<file path="src/rtl/dmi_boot_sequencer.sv">
`default_nettype none
// ============================================================================
// Module      : dmi_boot_sequencer
// Description : Hardware debug boot flow. Masters the DMI request/response
//               channel to activate the DM, halt one hart, wait for an
//               external memory loader, write the boot PC into DPC through
//               an abstract command and resume the hart.
// Ports       : clk_i / rst_i            clock, async active-high reset
//               start_i                  pulse, starts (or restarts) the flow
//               load_done_i              level, external loader finished
//               dmi_req_*                DMI request channel (master side)
//               dmi_resp_*               DMI response channel (master side)
//               busy_o / halted_o        sequence running / hart parked
//               done_o / error_o         sticky completion / abort flags
//               err_code_o               abort cause, valid while error_o
// Revision    : 1.0 - initial release
// ============================================================================
module dmi_boot_sequencer #(
    parameter logic [31:0] BOOT_ADDR  = 32'h8000_0080,
    parameter logic [9:0]  HART_SEL   = 10'd0,
    parameter logic [2:0]  AARSIZE    = 3'd3,
    parameter logic [15:0] POLL_LIMIT = 16'd1024
) (
    input  logic        clk_i,
    input  logic        rst_i,
    input  logic        start_i,
    input  logic        load_done_i,
    output logic        dmi_req_valid_o,
    input  logic        dmi_req_ready_i,
    output logic [6:0]  dmi_req_addr_o,
    output logic [1:0]  dmi_req_op_o,
    output logic [31:0] dmi_req_data_o,
    input  logic        dmi_resp_valid_i,
    output logic        dmi_resp_ready_o,
    input  logic [31:0] dmi_resp_data_i,
    input  logic [1:0]  dmi_resp_resp_i,
    output logic        busy_o,
    output logic        halted_o,
    output logic        done_o,
    output logic        error_o,
    output logic [2:0]  err_code_o
);

    typedef enum logic [3:0] {
        S_IDLE      = 4'd0,
        S_ACTIVE    = 4'd1,
        S_HALT      = 4'd2,
        S_POLL_HALT = 4'd3,
        S_WAIT_LOAD = 4'd4,
        S_DATA0     = 4'd5,
        S_DATA1     = 4'd6,
        S_CMD       = 4'd7,
        S_POLL_ABS  = 4'd8,
        S_RESUME    = 4'd9,
        S_POLL_RES  = 4'd10,
        S_CLEAR     = 4'd11,
        S_DONE      = 4'd12,
        S_ERROR     = 4'd13
    } state_t;

    localparam logic [31:0] c_hartsel   = {6'd0, HART_SEL, 16'd0};
    // Access Register: transfer=1, write=1, regno=DPC (0x7B1)
    localparam logic [31:0] c_cmd_word  = {8'h00, 1'b0, AARSIZE, 1'b0, 1'b0,
                                           1'b1, 1'b1, 16'h07B1};
    localparam logic [1:0]  c_op_rd     = 2'd1;
    localparam logic [1:0]  c_op_wr     = 2'd2;
    localparam logic [1:0]  c_resp_ok   = 2'd0;
    localparam logic [1:0]  c_resp_busy = 2'd3;
    localparam logic        c_ph_req    = 1'b0;
    localparam logic        c_ph_rsp    = 1'b1;
    localparam logic [2:0]  c_err_resp  = 3'd1;
    localparam logic [2:0]  c_err_halt  = 3'd2;
    localparam logic [2:0]  c_err_cmd   = 3'd3;
    localparam logic [2:0]  c_err_abs   = 3'd4;
    localparam logic [2:0]  c_err_res   = 3'd5;

    // ------------------------------------------------------------------
    // Per-step request payload
    // ------------------------------------------------------------------
    function automatic logic is_dmi_step(input state_t s);
        return !(s inside {S_IDLE, S_WAIT_LOAD, S_DONE, S_ERROR});
    endfunction

    function automatic logic [6:0] step_addr(input state_t s);
        case (s)
            S_ACTIVE, S_HALT, S_RESUME, S_CLEAR: return 7'h10;
            S_POLL_HALT, S_POLL_RES:             return 7'h11;
            S_DATA0:                             return 7'h04;
            S_DATA1:                             return 7'h05;
            S_CMD:                               return 7'h17;
            S_POLL_ABS:                          return 7'h16;
            default:                             return 7'h00;
        endcase
    endfunction

    function automatic logic [1:0] step_op(input state_t s);
        case (s)
            S_POLL_HALT, S_POLL_ABS, S_POLL_RES: return c_op_rd;
            S_ACTIVE, S_HALT, S_DATA0, S_DATA1,
            S_CMD, S_RESUME, S_CLEAR:            return c_op_wr;
            default:                             return 2'd0;
        endcase
    endfunction

    function automatic logic [31:0] step_data(input state_t s);
        case (s)
            S_ACTIVE: return 32'h0000_0001;
            S_HALT:   return 32'h8000_0001 | c_hartsel;
            S_DATA0:  return BOOT_ADDR;
            S_CMD:    return c_cmd_word;
            S_RESUME: return 32'h4000_0001 | c_hartsel;
            S_CLEAR:  return 32'h0000_0001 | c_hartsel;
            default:  return 32'h0000_0000;
        endcase
    endfunction

    // ------------------------------------------------------------------
    // State registers
    // ------------------------------------------------------------------
    state_t      r_state;
    logic        r_phase;
    logic [15:0] r_poll_cnt;
    logic        r_req_valid;
    logic [6:0]  r_req_addr;
    logic [1:0]  r_req_op;
    logic [31:0] r_req_data;
    logic        r_resp_ready;
    logic        r_busy;
    logic        r_halted;
    logic        r_done;
    logic        r_error;
    logic [2:0]  r_err_code;

    state_t      w_nxt_state;
    logic        w_nxt_phase;
    logic [2:0]  w_nxt_err;
    logic        w_poll_inc;
    logic        w_poll_last;
    logic        w_unused_data;

    // Only a handful of status bits are interpreted.
    assign w_unused_data = ^dmi_resp_data_i;

    // The read now completing is the POLL_LIMIT-th one of this phase.
    assign w_poll_last = ({1'b0, r_poll_cnt} + 17'd1) >= {1'b0, POLL_LIMIT};

    always_comb begin
        w_nxt_state = r_state;
        w_nxt_phase = r_phase;
        w_nxt_err   = r_err_code;
        w_poll_inc  = 1'b0;
        case (r_state)
            S_IDLE, S_DONE, S_ERROR: begin
                if (start_i) begin
                    w_nxt_state = S_ACTIVE;
                    w_nxt_phase = c_ph_req;
                    w_nxt_err   = 3'd0;
                end
            end
            S_WAIT_LOAD: begin
                if (load_done_i) begin
                    w_nxt_state = S_DATA0;
                end
            end
            default: begin
                if (r_phase == c_ph_req) begin
                    if (dmi_req_ready_i) begin
                        w_nxt_phase = c_ph_rsp;
                    end
                end else if (dmi_resp_valid_i) begin
                    w_nxt_phase = c_ph_req;
                    if (dmi_resp_resp_i == c_resp_busy) begin
                        // Same state, same payload: the request is reissued.
                        w_nxt_state = r_state;
                    end else if (dmi_resp_resp_i != c_resp_ok) begin
                        w_nxt_state = S_ERROR;
                        w_nxt_err   = c_err_resp;
                    end else begin
                        case (r_state)
                            S_ACTIVE: w_nxt_state = S_HALT;
                            S_HALT:   w_nxt_state = S_POLL_HALT;
                            S_POLL_HALT: begin
                                if (dmi_resp_data_i[9]) begin
                                    w_nxt_state = S_WAIT_LOAD;
                                end else if (w_poll_last) begin
                                    w_nxt_state = S_ERROR;
                                    w_nxt_err   = c_err_halt;
                                end else begin
                                    w_poll_inc = 1'b1;
                                end
                            end
                            S_DATA0:  w_nxt_state = (AARSIZE == 3'd3) ? S_DATA1 : S_CMD;
                            S_DATA1:  w_nxt_state = S_CMD;
                            S_CMD:    w_nxt_state = S_POLL_ABS;
                            S_POLL_ABS: begin
                                if (!dmi_resp_data_i[12]) begin
                                    if (dmi_resp_data_i[10:8] != 3'd0) begin
                                        w_nxt_state = S_ERROR;
                                        w_nxt_err   = c_err_cmd;
                                    end else begin
                                        w_nxt_state = S_RESUME;
                                    end
                                end else if (w_poll_last) begin
                                    w_nxt_state = S_ERROR;
                                    w_nxt_err   = c_err_abs;
                                end else begin
                                    w_poll_inc = 1'b1;
                                end
                            end
                            S_RESUME: w_nxt_state = S_POLL_RES;
                            S_POLL_RES: begin
                                if (dmi_resp_data_i[17]) begin
                                    w_nxt_state = S_CLEAR;
                                end else if (w_poll_last) begin
                                    w_nxt_state = S_ERROR;
                                    w_nxt_err   = c_err_res;
                                end else begin
                                    w_poll_inc = 1'b1;
                                end
                            end
                            S_CLEAR:  w_nxt_state = S_DONE;
                            default:  w_nxt_state = S_IDLE;
                        endcase
                    end
                end
            end
        endcase
    end

    // All outputs are registered from the next-state decode so they change
    // together with the state they describe.
    always_ff @(posedge clk_i or posedge rst_i) begin
        if (rst_i) begin
            r_state      <= S_IDLE;
            r_phase      <= c_ph_req;
            r_poll_cnt   <= 16'd0;
            r_req_valid  <= 1'b0;
            r_req_addr   <= 7'd0;
            r_req_op     <= 2'd0;
            r_req_data   <= 32'd0;
            r_resp_ready <= 1'b0;
            r_busy       <= 1'b0;
            r_halted     <= 1'b0;
            r_done       <= 1'b0;
            r_error      <= 1'b0;
            r_err_code   <= 3'd0;
        end else begin
            r_state <= w_nxt_state;
            r_phase <= w_nxt_phase;
            if (w_nxt_state != r_state) begin
                r_poll_cnt <= 16'd0;
            end else if (w_poll_inc) begin
                r_poll_cnt <= r_poll_cnt + 16'd1;
            end
            r_req_valid  <= is_dmi_step(w_nxt_state) && (w_nxt_phase == c_ph_req);
            r_resp_ready <= is_dmi_step(w_nxt_state) && (w_nxt_phase == c_ph_rsp);
            r_req_addr   <= step_addr(w_nxt_state);
            r_req_op     <= step_op(w_nxt_state);
            r_req_data   <= step_data(w_nxt_state);
            r_busy       <= !(w_nxt_state inside {S_IDLE, S_DONE, S_ERROR});
            r_halted     <= (w_nxt_state == S_WAIT_LOAD);
            r_done       <= (w_nxt_state == S_DONE);
            r_error      <= (w_nxt_state == S_ERROR);
            r_err_code   <= (w_nxt_state == S_ERROR) ? w_nxt_err : 3'd0;
        end
    end

    assign dmi_req_valid_o  = r_req_valid;
    assign dmi_req_addr_o   = r_req_addr;
    assign dmi_req_op_o     = r_req_op;
    assign dmi_req_data_o   = r_req_data;
    assign dmi_resp_ready_o = r_resp_ready;
    assign busy_o           = r_busy;
    assign halted_o         = r_halted;
    assign done_o           = r_done;
    assign error_o          = r_error;
    assign err_code_o       = r_err_code;

endmodule
`default_nettype wire
</file>
<file path="config.mk">
export PLATFORM = sky130hd
export DESIGN_NAME = dmi_boot_sequencer
export DESIGN_NICKNAME = d
export VERILOG_FILES = /design/src/rtl/dmi_boot_sequencer.sv
export SDC_FILE = /design/constraint.sdc
export NUM_CORES = 1
export LEC_CHECK = 0
export ABC_AREA = 0
export CAP_MARGIN = 20
export CELL_PAD_IN_SITES_DETAIL_PLACEMENT = 0
export CELL_PAD_IN_SITES_GLOBAL_PLACEMENT = 1
export CORE_ASPECT_RATIO = 1.25
export CORE_MARGIN = 8
export CORE_UTILIZATION = 35
export CTS_BUF_LIST = sky130_fd_sc_hd__clkbuf_4 sky130_fd_sc_hd__clkbuf_8
export CTS_CLUSTER_SIZE = 30
export DETAILED_ROUTE_END_ITERATION = 7
export PLACE_DENSITY = 0.79
export SETUP_SLACK_MARGIN = 0.02
export SYNTH_ARGS = -nofsm -noshare
export SYNTH_HDL_FRONTEND = slang
export SYNTH_SLANG_ARGS = --single-unit
export TNS_END_PERCENT = 20
</file>
<file path="constraint.sdc">
create_clock -name clk_i -period 3.7 [get_ports clk_i]
set_clock_uncertainty 0.1 [all_clocks]
set_input_delay 0.74 -clock clk_i [delete_from_list [all_inputs] [get_ports clk_i]]
set_output_delay 0.74 -clock clk_i [all_outputs]
set_load 0.05 [all_outputs]
</file>
After elaboration in Yosys (flattened, before gate mapping) --
Memory sizes are Yosys's and may differ from the RTL's. A register that Yosys moved wholly into a read port is not among the register bits. Cells that the tools add are included.
Word-level totals: flip-flop bits (word level) 69, memories kept 2, memory bits (read-only) 96, input port bits 40, output and inout port bits 50, logic and storage cells 115
Cells by class: $lt $le $gt $ge 1, equality and inequality tests 36, mux-type cells 46, reductions and logical operators 15, add/subtract/negate cells 2, bitwise gates (word level) 1
Memory list:
- (name not given) | depth 16, bits a word 4, read ports 1, clocked after memory_dff 1, write ports 0, line 85 | case (s)
- (name not given) | depth 16, bits a word 2, read ports 1, clocked after memory_dff 1, write ports 0, line 97 | case (s)
Operator list (number):
- 32-bit one-hot mux with 5 select lines | 1
- 3-bit two-way mux | 14
- 4-bit equality test (second input constant) | 10
- 4-bit two-way mux | 10
- 4-bit one-hot mux with 10 select lines | 1
- 16-bit two-way mux | 2
- 4-bit by 3-bit equality test with 1-bit output (second input constant) | 7
- 5-bit by 4-bit != test with 1-bit output (second input constant) | 4
- 16-bit by 1-bit adder with 17-bit output (second input constant) | 1
- 17-bit by 11-bit greater-or-equal comparator with 1-bit output (second input constant) | 1
- 16-bit by 1-bit adder with 16-bit output (second input constant) | 1
- 1-bit two-way mux | 13
- 4-bit by 2-bit equality test with 1-bit output (second input constant) | 3
- 6-bit by 5-bit != test with 1-bit output (second input constant) | 2
- 12-bit AND reduction | 1
- 3-bit by 2-bit != test with 1-bit output (second input constant) | 3
- 3-bit one-hot mux with 3 select lines | 1
- 4-bit by 1-bit equality test with 1-bit output (second input constant) | 2
- 4-bit logical NOT | 2
- 4-bit one-hot mux with 2 select lines | 1
- 6-bit by 2-bit != test with 1-bit output (second input constant) | 1
- 3-bit one-hot mux with 2 select lines | 1
- 3-bit nonzero test | 2
- 4-bit != test | 1
- other kinds (13) | 16

Longest topological paths before layout --
word-level depth 14, gate-level depth with buffers 12

Worst setup path after synthesis --
No wires, ideal clock.
path type input port to flip-flop, start input dmi_resp_resp_i[1], end register r_req_data[0] (netlist: dmi_req_data_o[0]), stages on the path 11, path slack 0.894 ns, arrival 2.567 ns, required time 3.462 ns, library setup time 0.138 ns, buffers on the path 1, cells stage by stage nor2_1 and3_1 clkbuf_1 o21ai_0 a31oi_1 a21boi_0 a31o_2 inv_1 ha_1 nor4_1 a221oi_2
Between the ends: cells in the longest elaborated chain, start to end 9
Ends and longest elaborated chain:
- start: declaration | line 36 | input logic [1:0] dmi_resp_resp_i,
- 2-bit nonzero test | line 175 | end else if (dmi_resp_resp_i != c_resp_ok) begin
- 4-bit two-way mux | line 175
- 4-bit two-way mux * | line 172 | if (dmi_resp_resp_i == c_resp_busy) begin
- 4-bit two-way mux * | line 170 | end else if (dmi_resp_valid_i) begin
- 4-bit two-way mux * | line 166 | if (r_phase == c_ph_req) begin
- 4-bit one-hot mux with 2 select lines * | line 152 | case (r_state)
- via w_nxt_state[0] | line 134 | state_t w_nxt_state;
- 4-bit equality test or 4-bit by 1-bit equality test with 1-bit output (tied branches) | line 106 | case (s)
- 2-bit OR reduction (no source line)
- 32-bit one-hot mux with 5 select lines * | line 106
- end signal: assignment | line 259 | r_req_data <= step_data(w_nxt_state);
- end: declaration | line 126 | logic [31:0] r_req_data;
Mark *: on every way through the listed nets, which the timed path passes. The rest lies on a longest branch. A chain may end at the register's enable or synchronous reset.

Worst setup path after layout --
start register r_poll_cnt[0], end register r_req_data[0] (netlist: dmi_req_data_o[0])
Between the ends: cells in the longest elaborated chain, start to end 13
Ends and longest elaborated chain:
- start: declaration | line 122 | logic [15:0] r_poll_cnt;
- start signal: assignment | line 253 | r_poll_cnt <= r_poll_cnt + 16'd1;
- 16-bit by 1-bit adder with 17-bit output * | line 145 | assign w_poll_last = ({1'b0, r_poll_cnt} + 17'd1) >= {1'b0, POLL_LIMIT};
- 17-bit by 11-bit greater-or-equal comparator with 1-bit output * | line 145
- 4-bit two-way mux * | line 185, 203, 214
- 4-bit two-way mux (on tied branches) | line 212, 183, 196
- 4-bit one-hot mux with 10 select lines * | line 179 | case (r_state)
- 4-bit two-way mux * | line 175
- 4-bit two-way mux * | line 172
- 4-bit two-way mux * | line 170
- 4-bit two-way mux * | line 166
- 4-bit one-hot mux with 2 select lines * | line 152
- via w_nxt_state[1] | line 134
- 4-bit equality test or 4-bit by 1-bit equality test with 1-bit output (tied branches) | line 106
- 2-bit OR reduction (no source line)
- 32-bit one-hot mux with 5 select lines * | line 106
Marked as above.

==> results.toml <==
[clocking]
cts-root-buf = "clkbuf_8"
clkTransAtPathRegs_ns = 0.08
htree_levels = 2
cts_made_buffers = 5
cts_tree = "built"
cts_sinks = 41
cts.path.max_buffers = 2
postCtsHoldBufs = 0
cts_resized = 0
cts_setup_buffers = 0
worstSkewPairLatency_ns = 0.29

[finish]
post_layout_nonfiller_instances = 445
fillers = 805
final_nets = 397
drive_above_1_share_pct = 11.4
fin_util_pct = 42.1
syn2layout_area_growth_pct = 17.9
num_antenna_cells = 0

[synth]
synth.area.top_cells = "dfrtp_1 (37%), buf_4 (8.1%), nor2_1 (3.5%), ha_1 (3.2%), a21oi_1 (3.1%)"
synth_most_common_cell = "dfrtp_1"
synthFlopType = "dfrtp_1"
yosys_warnings = 0
synth_edf_count = 0
synth_commonest_cells = "dfrtp_1 (41), buf_4 (30), nor2_1 (26)"
syn_avg_cell_area_um2 = 8.82
syn_inst = 314
syn_area_um2 = 2770
synth_top_area_cell = "dfrtp_1"
synth.yosys.seq_area_share_pct = 37.1
synth.distinct_cells = 62
async_reset_ff_share_pct = 100
synth_top_area_share_pct = 37.1
ys_ff_latch = 41

[sta]
setup_slack_ns = 0.612
post-route-min-period_ns = 3.09
worst_slew_pin_slew_ns = 0.610
rsz0062_at_grt = "no"
timing.fmax_mhz = 324
finalSetupViolCount = 0
timing.final.crit_share_pct = 83.4
hold_slack_ns = 0.441
relSlewSlack_pct = 59.0
slew_viol_final = 0
hold_violations = 0
tns_ns = 0

[power]
power.leakage_uw = 0.00141
p_per_area_nw_per_um2 = 661
ir_drop_v = 0.000552

[critical_path]
cp-start-kind = "register"
critical_path_required_ns = 3.76
crit_fanout = 6
cp-end-kind = "register"
worstSetupPathType = "reg2reg"
cp.arrival_ns = 3.15

[global_route]
grt_pass1_vias = 2284
grt_pass1_wl_um = 10800
grt_max_degree = 42
antenna_found_initial = 0
grt_usage_pct = 12.1
gr-total-overflow = 0

[place]
io_buffers = 40
dp_hpwl_um = 5030
dp_slack_ns = 0.355
post-place-cells = 438
place.gp.congestion = 0.912

[detailed_routing]
dr.pass1.iters = 4
finalWirelength_um = 6620
drtIter0Drc = 129
post-route-drc-count = 0
ant_nets = 0
via_per_inst = 5.08
vias = 2261
wire_per_inst_um = 14.9

[floorplanning]
die_h_um = 115
ios = 90
rows = 36
die_x_um = 95.6
die-area_um2 = 11000
core-area_um2 = 7750
start_util_pct = 35.7

[job]
cap_violations = 0

[status]
status = "finished, final reports clean"

[min_path]
hold_path_class = "reg2reg"
==> placed cells by master (no fill, tap or decap), types with 3 or more instances in the layout <==
cell,instances
a21oi_1,17
a22oi_1,3
a31oi_1,3
and3_1,7
buf_4,10
clkbuf_8,5
clkdlybuf4s50_1,40
conb_1,22
dfrtp_1,41
ha_1,7
inv_1,13
mux2i_1,6
nand2_1,21
nand2b_1,4
nand3_1,8
nand4_1,7
nor2_1,26
nor2_2,5
nor2_4,6
nor2b_1,9
nor3_1,3
nor4_1,3
o211ai_1,4
o21ai_0,17
o22ai_1,3
xnor2_1,3
xor2_1,9
==> worst paths after layout <==
check	cells after the start	start	to	slack, ns
setup / recovery	10	r_poll_cnt[0]$_DFFE_PP0P_	dmi_req_data_o[0]$_DFF_PP0_	0.61
hold / removal	2	r_poll_cnt[15]$_DFFE_PP0P_	r_poll_cnt[15]$_DFFE_PP0P_	0.44
setup reg to reg	10	r_poll_cnt[0]$_DFFE_PP0P_	dmi_req_data_o[0]$_DFF_PP0_	0.61
hold reg to reg	2	r_poll_cnt[15]$_DFFE_PP0P_	r_poll_cnt[15]$_DFFE_PP0P_	0.44
max in group asynchronous	3	rst_i	r_poll_cnt[4]$_DFFE_PP0P_	2.37
min in group asynchronous	3	rst_i	error_o$_DFF_PP0_	0.78
==> stage by stage <==
step	area (um2)	total power, uW
2_1_floorplan	2850	1530
3_3_place_gp	3160	1820
3_5_place_dp	3160	1820
4_1_cts	3260	2170
5_1_grt	3260	2310
6_report	3260	2160
==> registers in the layout, summed over array words and instances, names as in the netlist <==
| register | count |
|---|---|
| r_poll_cnt | 16 |
| dmi_req_data_o | 5 |
| dmi_req_addr_o | 4 |
| r_state | 4 |
| err_code_o | 3 |
| dmi_req_op_o | 2 |
| busy_o | 1 |
| dmi_req_valid_o | 1 |
| dmi_resp_ready_o | 1 |
| done_o | 1 |
| error_o | 1 |
| halted_o | 1 |
| r_phase | 1 |
==> power by group <==
group          switching [uW]  total, uW  internal [uW]
combinational             829       1250            418
clock                     143        339            196
sequential               50.8        571            520
total                    1020       2160           1130
==> routing by layer <==
layer	vias to the layer above	share of wire, %	GRT usage [%]
met5	-	0	0
met3	6	6.2	2.46
met2	68	48	19.4
met1	1069	44	15.1
met4	0	1.2	5.34
li1	1118	-	-
==> worst max-delay path, stage by stage, from the launching register on <==
cell and delay [ns]:
dfrtp_1 0.42, nand3_2 0.13, or3_4 0.42, or4_4 0.48, o2bb2ai_2 0.18, nor2_4 0.18, a221o_1 0.30, inv_1 0.11
ha_1 0.24, nor4_1 0.33, a221oi_2 0.06
==> cell type report <==
class	instances	area, um2	area share [%]
multi-input combinational	236	1480	45.3
clock buffer	5	68.8	2.11
timing repair buffer	50	475	14.6
tap	95	119	3.64
clock inverter	2	35.0	1.07
sequential	41	1030	31.4
inverter	16	60.1	1.84
==> cells by family (layout without fill, tap and decap cells) <==
group                      after synthesis  count (layout)  share of synthesized area (%)
muxes                                    6               6                           2.17
other                                    1              22                          0.135
and+or+nand+nor                        119             119                           24.6
DFF                                     41              41                           37.1
adders and majority gates                7               7                           3.16
xor gates and xnor gates                12              12                           3.80
buffers and inverters                   58              73                           12.3
AOI/OAI and AO/OA                       70              70                           16.7
No activity file was read; power rests on OpenSTA's default activity.
